### config.mk
export PLATFORM = sky130hd
export DESIGN_NAME = mod12_counter
export DESIGN_NICKNAME = d
export VERILOG_FILES = /design/src/rtl/mod12_counter.sv
export SDC_FILE = /design/constraint.sdc
export NUM_CORES = 1
export LEC_CHECK = 0
export CORE_AREA = 2 2 39 41
export DETAILED_ROUTE_END_ITERATION = 6
export DIE_AREA = 0 0 41 43
export SYNTH_ARGS = -nofsm -noshare
export SYNTH_HDL_FRONTEND = slang
export SYNTH_SLANG_ARGS = --single-unit
### constraint.sdc
create_clock -name clk -period 1.9 [get_ports clk]
set_clock_uncertainty 0.2 [all_clocks]
set_input_delay 0.19 -clock clk [delete_from_list [all_inputs] [get_ports clk]]
set_output_delay 0.19 -clock clk [all_outputs]
set_load 0.05 [all_outputs]
### src/rtl/mod12_counter.sv
// Modulo-12 up-counter with parallel load and terminal-count decode.
// An out-of-range load value or state always falls back to zero.
module mod12_counter #(
   parameter int WIDTH   = 4,
   parameter int MODULUS = 12
) (
   input  logic             clk,
   input  logic             rst,
   input  logic             load,
   input  logic [WIDTH-1:0] in,
   output logic [WIDTH-1:0] c,
   output logic             tc
);

   localparam logic [WIDTH-1:0] LAST = WIDTH'(MODULUS - 1);
   localparam logic [WIDTH-1:0] ZERO = '0;

   logic [WIDTH-1:0] r_cnt;
   logic [WIDTH-1:0] w_inc;
   logic [WIDTH-1:0] w_next;
   logic             w_in_ok;
   logic             w_wrap;

   // <= LAST rather than < MODULUS so MODULUS == 2**WIDTH cannot overflow
   assign w_in_ok = (in <= LAST);
   assign w_wrap  = (r_cnt >= LAST);
   assign w_inc   = r_cnt + WIDTH'(1);

   always_comb begin
      w_next = ZERO;
      if (rst) begin
         w_next = ZERO;
      end else if (load) begin
         w_next = w_in_ok ? in : ZERO;
      end else if (w_wrap) begin
         w_next = ZERO;
      end else begin
         w_next = w_inc;
      end
   end

   always_ff @(posedge clk) begin
      r_cnt <= w_next;
   end

   assign c  = r_cnt;
   assign tc = (r_cnt == LAST);

endmodule

# --- Yosys cells after proc, flatten, opt, wreduce, memory -nomap -nowiden ---
# Cells that the tools add are included.
op_classes:
  add_sub_neg: 1
  n_lt_le_gt_ge: 2
  eq_ne: 1
  mux: 3
ops:
  columns: ["op", "count"]
  rows:
  - ["$mux 4", 3]
  - ["$add 4x1->4 const B", 1]
  - ["$eq 4x4->1 const B", 1]
  - ["$ge 4x4->1 const B", 1]
  - ["$le 4x4->1 const B", 1]
totals:
  register_bits: 4
  inputBits: 7
  out_inout_bits: 5
  elab_cells: 8

# --- Depth between registers and ports, before layout ---
logic_depth:
  word_depth: 3
  mapped_depth: 4

# --- Least setup slack after synthesis ---
# Ideal clock, no wire load.
synth_path:
  kind: "reg-to-output"
  start: "register r_cnt[0], in the netlist c[0]"
  end: "output tc"
  arrival_ns: 1.674
  required_ns: 1.510
  path_slack_ns: -0.164
  path_stages_with_launch: 4
  cell_sequence: "dfxtp_1 -> ha_1 -> nand2_1 -> nor2_1"
synth_via:
  elab_chain_len: 1
synth_rtl:
  columns: ["element", "line_no", "text"]
  rows:
  - ["from (decl)", "18", "logic [WIDTH-1:0] r_cnt;"]
  - ["from (signal assigned)", "43", "r_cnt <= w_next;"]
  - ["$eq 4x4->1", "47", "assign tc = (r_cnt == LAST);"]
  - ["to (decl)", "12", "output logic tc"]
# Every way passes these cells.

# --- Worst setup path in the final report ---
# Same ends and word-level chain as after synthesis.

==> results.py <==
metrics = {
    "outcome": {
        "status": "completed",
    },
    "clock_network": {
        "cts_hold_buf": 0,
        "cts_tree": "built",
        "cts.clk_slew.worst_paths_ns": 0.04,
        "root_buffer": "clkbuf_4",
        "clk_path_buf_depth": 2,
        "cts_htree_levels": 1,
        "worstSkewPairLatency_ns": 0.23,
        "cts_sinks": 4,
        "numCtsBuffers": 3,
        "cts_resized": 0,
        "post_cts_buffers": 0,
    },
    "sta": {
        "max_freq_mhz": 620.4,
        "setup_violations": 0,
        "finalHoldViolCount": 0,
        "finalCriticalPeriod_ns": 1.612,
        "rsz0062_at_grt": "no",
        "slew_headroom_pct": 82.19,
        "tns_ns": 0,
        "maxSlewViolCount": 0,
        "fin_crit_sh_pct": 84.83,
        "fin_ws_ns": 0.2881,
        "worstMarginPinSlew_ns": 0.2648,
    },
    "die": {
        "core_area_mm2": 0.001384,
        "start_util_pct": 14.83,
        "die_area_mm2": 0.001763,
        "die_h_um": 43,
        "io_pins": 12,
        "rows": 14,
        "fp.dieW_um": 41,
    },
    "synth": {
        "ys_top_cells_by_count": "dfxtp_1, nor2_1, a21oi_1, inv_1, or3_1",
        "syn_nets": 32,
        "yosysTopAreaCellShare_pct": 39.02,
        "synth_cell_types": 15,
        "synth_edf_count": 0,
        "yosysTopAreaCell": "dfxtp_1",
        "syn_inst": 24,
        "yosysWarnings": 0,
        "synth_area_leaders": "dfxtp_1, nor2_1, ha_1",
        "async_flop_share_pct": 0,
        "ys_seq_elements": 4,
        "netlist_area_um2": 205.2,
        "syn_avg_cell_area_um2": 8.550,
        "synth_ff_type": "dfxtp_1",
        "synth.yosys.seq_area_share_pct": 39.02,
    },
    "placement": {
        "port_buffers": 11,
        "pre_cts_ws_ns": 0.3939,
        "dp_cells": 51,
        "dp_hpwl_um": 416.5,
        "gp_congestion": 0.7765,
    },
    "critical_path": {
        "worstPathArrival_ns": 1.22,
        "r2r_cells": 3,
        "startpoint_type": "flip-flop",
        "cp_data_required_time_ns": 1.51,
        "timing.rr.end": "c[3]",
        "endpoint_kind": "output port",
        "critPathKind": "flip-flop to output port",
        "rrSetupSlack_ns": 0.42,
        "path_max_fanout": 4,
        "timing.rr.start": "c[0]",
    },
    "final_layout": {
        "area.growth.synth_to_final_pct": 75.61,
        "layout-drive-gt1-share_pct": 23.68,
        "stdcell_count": 54,
        "fillCellCount": 159,
        "n_antenna_cell": 0,
        "utilization_pct": 26.04,
        "largest_reg_flops": 4,
        "nets": 48,
    },
    "detailed_routing": {
        "drt_iter0_markers": 2,
        "firstDrtPassIters": 2,
        "detail_route.wl_per_cell_um": 9.074,
        "drcViolationCount": 0,
        "vias": 230,
        "drtAntennaViolNets": 0,
        "wl_um": 490,
        "drt-vias-per-instance": 4.259,
    },
    "grt": {
        "met3_usage_pct": 6.283,
        "antenna_found_initial": 0,
        "grt_pass1_wl_um": 883,
        "grt_start_max_net_pins": 7,
        "use_met2_pct": 10.31,
        "grt_overflow": 0,
        "top_usage_layer": "met2",
        "grt_pass1_vias": 225,
        "gr-usage-met1_pct": 9.003,
        "track_usage_pct": 7.631,
    },
    "run": {
        "maxCapViolations": 0,
    },
    "power": {
        "p_leak_uw": 0.0001466,
        "powerDensity_mw_per_mm2": 721.1,
        "ir_drop_mv": 0.4632,
    },
    "min_path": {
        "hold_end": "c[3]",
        "hold_class": "flip-flop to flip-flop",
        "hp-start": "c[1]",
        "whs_path_depth": 2,
    },
}
## worst max-delay path by stage
stage	start	to	slack (ns)	depth (start not counted)
after floorplan	c[0]	tc	0.05	3
after global placement	load	c[2]	0.41	4
after detailed placement	load	c[2]	0.39	4
after CTS	c[0]	tc	0.27	4
after global routing	c[0]	tc	0.20	4
final	c[0]	tc	0.29	4
## layout make-up
| cell class | count | area, µm² | area share [%] |
|---|---|---|---|
| Multi-Input combinational cell | 18 | 120.1 | 33.33 |
| Timing Repair Buffer | 11 | 110.1 | 30.56 |
| Sequential cell | 4 | 80.08 | 22.22 |
| Clock buffer | 3 | 22.52 | 6.250 |
| Tap cell | 16 | 20.02 | 5.556 |
| Inverter | 2 | 7.507 | 2.083 |
## worst max-delay path: stages, from the launching register on
cell,delay [ns]
dfxtp_1,0.38
ha_1,0.25
nand2_1,0.09
nor2_2,0.13
buf_12,0.15
## report_power, final
part / leakage [µW] / total, µW / internal, µW / switching [µW]
clock: 0.0000138 / 101 / 70.4 / 30.5
sequential: 0.0000330 / 96.9 / 90.2 / 6.62
combinational: 0.0000997 / 62.1 / 27.7 / 34.3
total: 0.000147 / 260 / 188 / 71.5
## layout by cell type, fill, tap and decap left out, types with 2 or more instances in the layout
master	n
dfxtp_1	4
a21oi_1	2
inv_1	2
nor2_1	3
or3_1	2
clkbuf_4	3
buf_4	4
clkdlybuf4s50_1	6
## cells by family after synthesis
kind of cell               Yosys count  share of synthesized area (%)
AOI/OAI and AO/OA                    7                          23.17
buffers and inverters                2                          3.660
xor gates and xnor gates             1                          4.269
adders and majority gates            1                          6.097
and+or+nand+nor                      9                          23.78
DFF                                  4                          39.03
## metrics by stage
step,area (µm²),hold slack (ns),total power (µW)
after floorplan,207.7,0.05907,132.4
after CTS,360.3,0.3528,266.5
final,360.3,0.3472,259.9
after global routing,360.3,0.3873,283.6
after detailed placement,337.8,0.3471,161.1
after global placement,337.8,0.3480,160.7
## metal layers
layer	share of wire, %	vias to the layer above
met3	9.0	0
li1	-	117
met5	0	-
met2	46	8
met1	45	105
met4	0	0
Note: power is estimated with default switching activity, not from simulation.
==> RTL change 1: new RTL, same settings <==
`WIDTH`: 4 -> 6.
--- a/src/rtl/mod12_counter.sv
+++ b/src/rtl/mod12_counter.sv
@@ -1,7 +1,7 @@
 // Modulo-12 up-counter with parallel load and terminal-count decode.
 // An out-of-range load value or state always falls back to zero.
 module mod12_counter #(
-   parameter int WIDTH   = 4,
+   parameter int WIDTH   = 6,
    parameter int MODULUS = 12
 ) (
    input  logic             clk,
Interface: changed (resized c and in); port bits go from 12 to 16. The function was not compared with the original's and may differ.
==> RTL change 1 against the unedited design <==
- synthesized cell count grew 21%
- utilization grew 9.1 points
- routed wire length rose by 23%
- sequential cell count grew 2
- setup slack worse by 0.16 ns
- via count increased by 24%
- synthesized area up 33%
- cell area up 35%
- first-iteration DRC count grew to 7.0 times the old value
- largest cell class unchanged
- power is 16% higher
==> RTL change 1: results <==
[detailed_routing]
dr.first_iter.drc_count = 14
dr_wl_met3_microns = 31
viasPerCell = 4.47
wirelength_microns = 604
post_drt_wl_per_cell_microns = 9.44
wl_met2_microns = 306

[yosys]
synth_area_leaders = dfxtp_1, nand3_1, xor2_1, a21oi_1, ha_1
synth.top_cell.area_share_pct = 44.0
synth_common_cells = dfxtp_1, nand3_1, a21oi_1, nand2_1, xor2_1
ys_types = 14
syn_inst = 29

[cells_and_area]
nets = 60
inv_count = 0
fillers = 162
drive_above_1_share_pct = 29.2
nFlopsAndLatches = 6
area_share_nonclk_buffers_pct = 30.8
multi_input_area_share_pct = 35.2
multi_input_gates = 24

[setup_path]
slowest_stage = clkdlybuf4s50_1
slowest_delay_ns = 0.80
crit_family = buffers and inverters
cp.arrival_ns = 1.38

[placed_design]
dp_cells = 61
dp_hpwl_microns = 498
dpl_cell_area_sq_um = 464
gp_congestion = 0.687

[global_route]
grt_max_degree = 6
grt_pass1_wl_mm = 1.08
grt_pass1_vias = 251
use_met1_pct = 11.0

[pwr]
power.internal_uw = 227
seqPwrFrac_pct = 45.0
p_clk_uw = 115
ir_drop_uv = 221

[run_status]
status = finished, final reports clean
==> RTL change 1: final timing paths <==
kind	from	slack (ns)	end	cells after the start
worst min-delay path	in[0]	0.31	c[0]	3
worst min register to register	c[0]	0.36	c[0]	2
worst max-delay path	c[0]	0.13	c[0]	1
worst max register to register	c[0]	0.52	c[3]	4
==> RTL change 1: logic make-up after synthesis <==
group                      share of synthesized area [%]
AOI/OAI and AO/OA                                   11.9
DFF                                                 44.0
and+or+nand+nor                                     31.7
xor gates and xnor gates                            6.42
other                                               1.37
adders and majority gates                           4.59
==> RTL change 1: through the flow <==
step                      power (mW)  hold slack, ns  worst slack, ns  util (%)
after floorplan                0.161          0.0517           0.0469         -
after global placement         0.189           0.334            0.384      33.5
after detailed placement       0.189           0.350            0.380      33.5
after CTS                      0.306           0.311            0.121      35.2
after global routing           0.325           0.329           0.0708      35.2
final                          0.302           0.313            0.128      35.2
==> RTL change 2: new RTL, config.mk and constraints unchanged <==
Made on the original files. Register the output `tc`, without a reset; this adds one clock of latency there. The other outputs are not delayed to match.
--- a/src/rtl/mod12_counter.sv
+++ b/src/rtl/mod12_counter.sv
@@ -44,7 +44,9 @@
    end
 
    assign c  = r_cnt;
-   assign tc = (r_cnt == LAST);
+   always_ff @(posedge clk) begin
+      tc <= (r_cnt == LAST);
+   end
 
 endmodule
 
Function: changed (a bounded check fails within 4 cycles, from zero or initial values and one cycle with rst high).
==> RTL change 2 against the unedited design <==
- synthesized cell count grew 4.2%
- routed wire length fell by 0.20%
- count of clock-buffer cells in the layout up 1
- final cell count up 3.7%
- non-clock buffer count unchanged
- sequential share of layout area is 4.7 points higher
- sequential cell count increased by 1
- setup slack got worse by 0.11 ns
- cell area rose by 3.1%
- power grew 17%
- global-route usage increased by 0.20 points
- synthesized area grew 9.8%
- highest routed layer unchanged
- clock power rose by 23%
==> RTL change 2: results <==
[detailed_routing]
dr_wl_met3_microns = 40
wl_met1_microns = 244
post_drt_wl_per_cell_microns = 8.73
vias = 234
dr.first_iter.drc_count = 3
dr.max_layer_used = met3
wl_met2_microns = 204

[setup_path]
slowest_stage = clkdlybuf4s50_1
slowest_delay_ns = 0.79
cp.arrival_ns = 1.33
crit_family = buffers and inverters
cp_max_fo = 1

[cells_and_area]
nets = 49
largest_reg_flops = 4
fin_cells = 56
drive_above_1_share_pct = 17.5
fillers = 151

[clock_network]
clockBufferDepth = 2
cts_max_level = 1

[global_route]
grt_pass1_vias = 200
grt_pass1_wl_microns = 800
grt_usage_pct = 7.83

[yosys]
synth-compound-area-share_pct = 21.1
synth_fa_ha_area_share_pct = 5.56
syn-num-nets = 33
synthXorXnorAreaFrac_pct = 3.89
synth_common_cells = dfxtp_1, nor2_1, a21oi_1, inv_1, or3_1
avgSynthCellArea_sq_um = 9.01
synth_area_leaders = dfxtp_1, nor2_1, ha_1, or3_1, a21oi_1
ys_seq_area_share_pct = 44.4

[placed_design]
dp_slack_ns = 0.402
gp_congestion = 0.775
dp_cells = 52

[pwr]
ir_drop_uv = 340
p_leak_nw = 0.152

[run_status]
status = finished, final reports clean

[sta]
max_slew_margin_pct = 67.5
[RTL change 2: cell count changes in the layout (fill, tap and decap cells not counted)]
cell,before,now
nor2_2,1,0
nor2_1,3,4
clkbuf_1,0,1
dfxtp_1,4,5
buf_12,1,0
clkdlybuf4s50_1,6,7
[RTL change 2: layer usage]
layer  GRT usage (%)  up-vias
met3            9.42        0
met2            7.50       10
met1            8.68      102
li1                -      122
met4            6.00        0
met5               0        -
[RTL change 2: cells by family (layout without fill, tap and decap cells)]
logic type	after synthesis	after routing
compound gates	7	7
fa+ha+maj	1	1
simple gates	9	9
flops	5	5
xor+xnor	1	1
buf+inv	2	17
[RTL change 2: worst min-delay path: stages, from the launching register on]
cell	delay [ns]
dfxtp_1	0.34
nand2_1	0.07
nor2_1	0.03
[RTL change 2: cell type report]
| type | instances | area share (%) |
|---|---|---|
| Timing Repair Buffer | 11 | 26.9 |
| Sequential cell | 5 | 26.9 |
| Clock buffer | 4 | 7.07 |
| Tap cell | 16 | 5.39 |
| Inverter | 2 | 2.02 |
| Multi-Input combinational cell | 18 | 31.6 |
[RTL change 2: metrics by stage]
step                      hold slack, ns  area [sq um]  util, %
after global routing               0.306           372     26.9
final                              0.290           372     26.9
after floorplan                   0.0591           225        -
after global placement             0.276           345     25.0
after detailed placement           0.280           345     25.0
after CTS                          0.287           372     26.9
[RTL change 2: path summary, 6_finish.rpt]
check                           start  endpoint  slack (ns)  cells after the start
worst max register to register   c[0]      c[3]        0.40                      3
worst min register to register   c[3]        tc        0.29                      2
worst max-delay path               tc        tc        0.18                      1
worst min-delay path             c[3]        tc        0.29                      2
[RTL change 2: report_power, final]
part           internal, mW  switching (mW)
clock network        0.0795          0.0446
registers             0.111         0.00642
logic                0.0274          0.0339
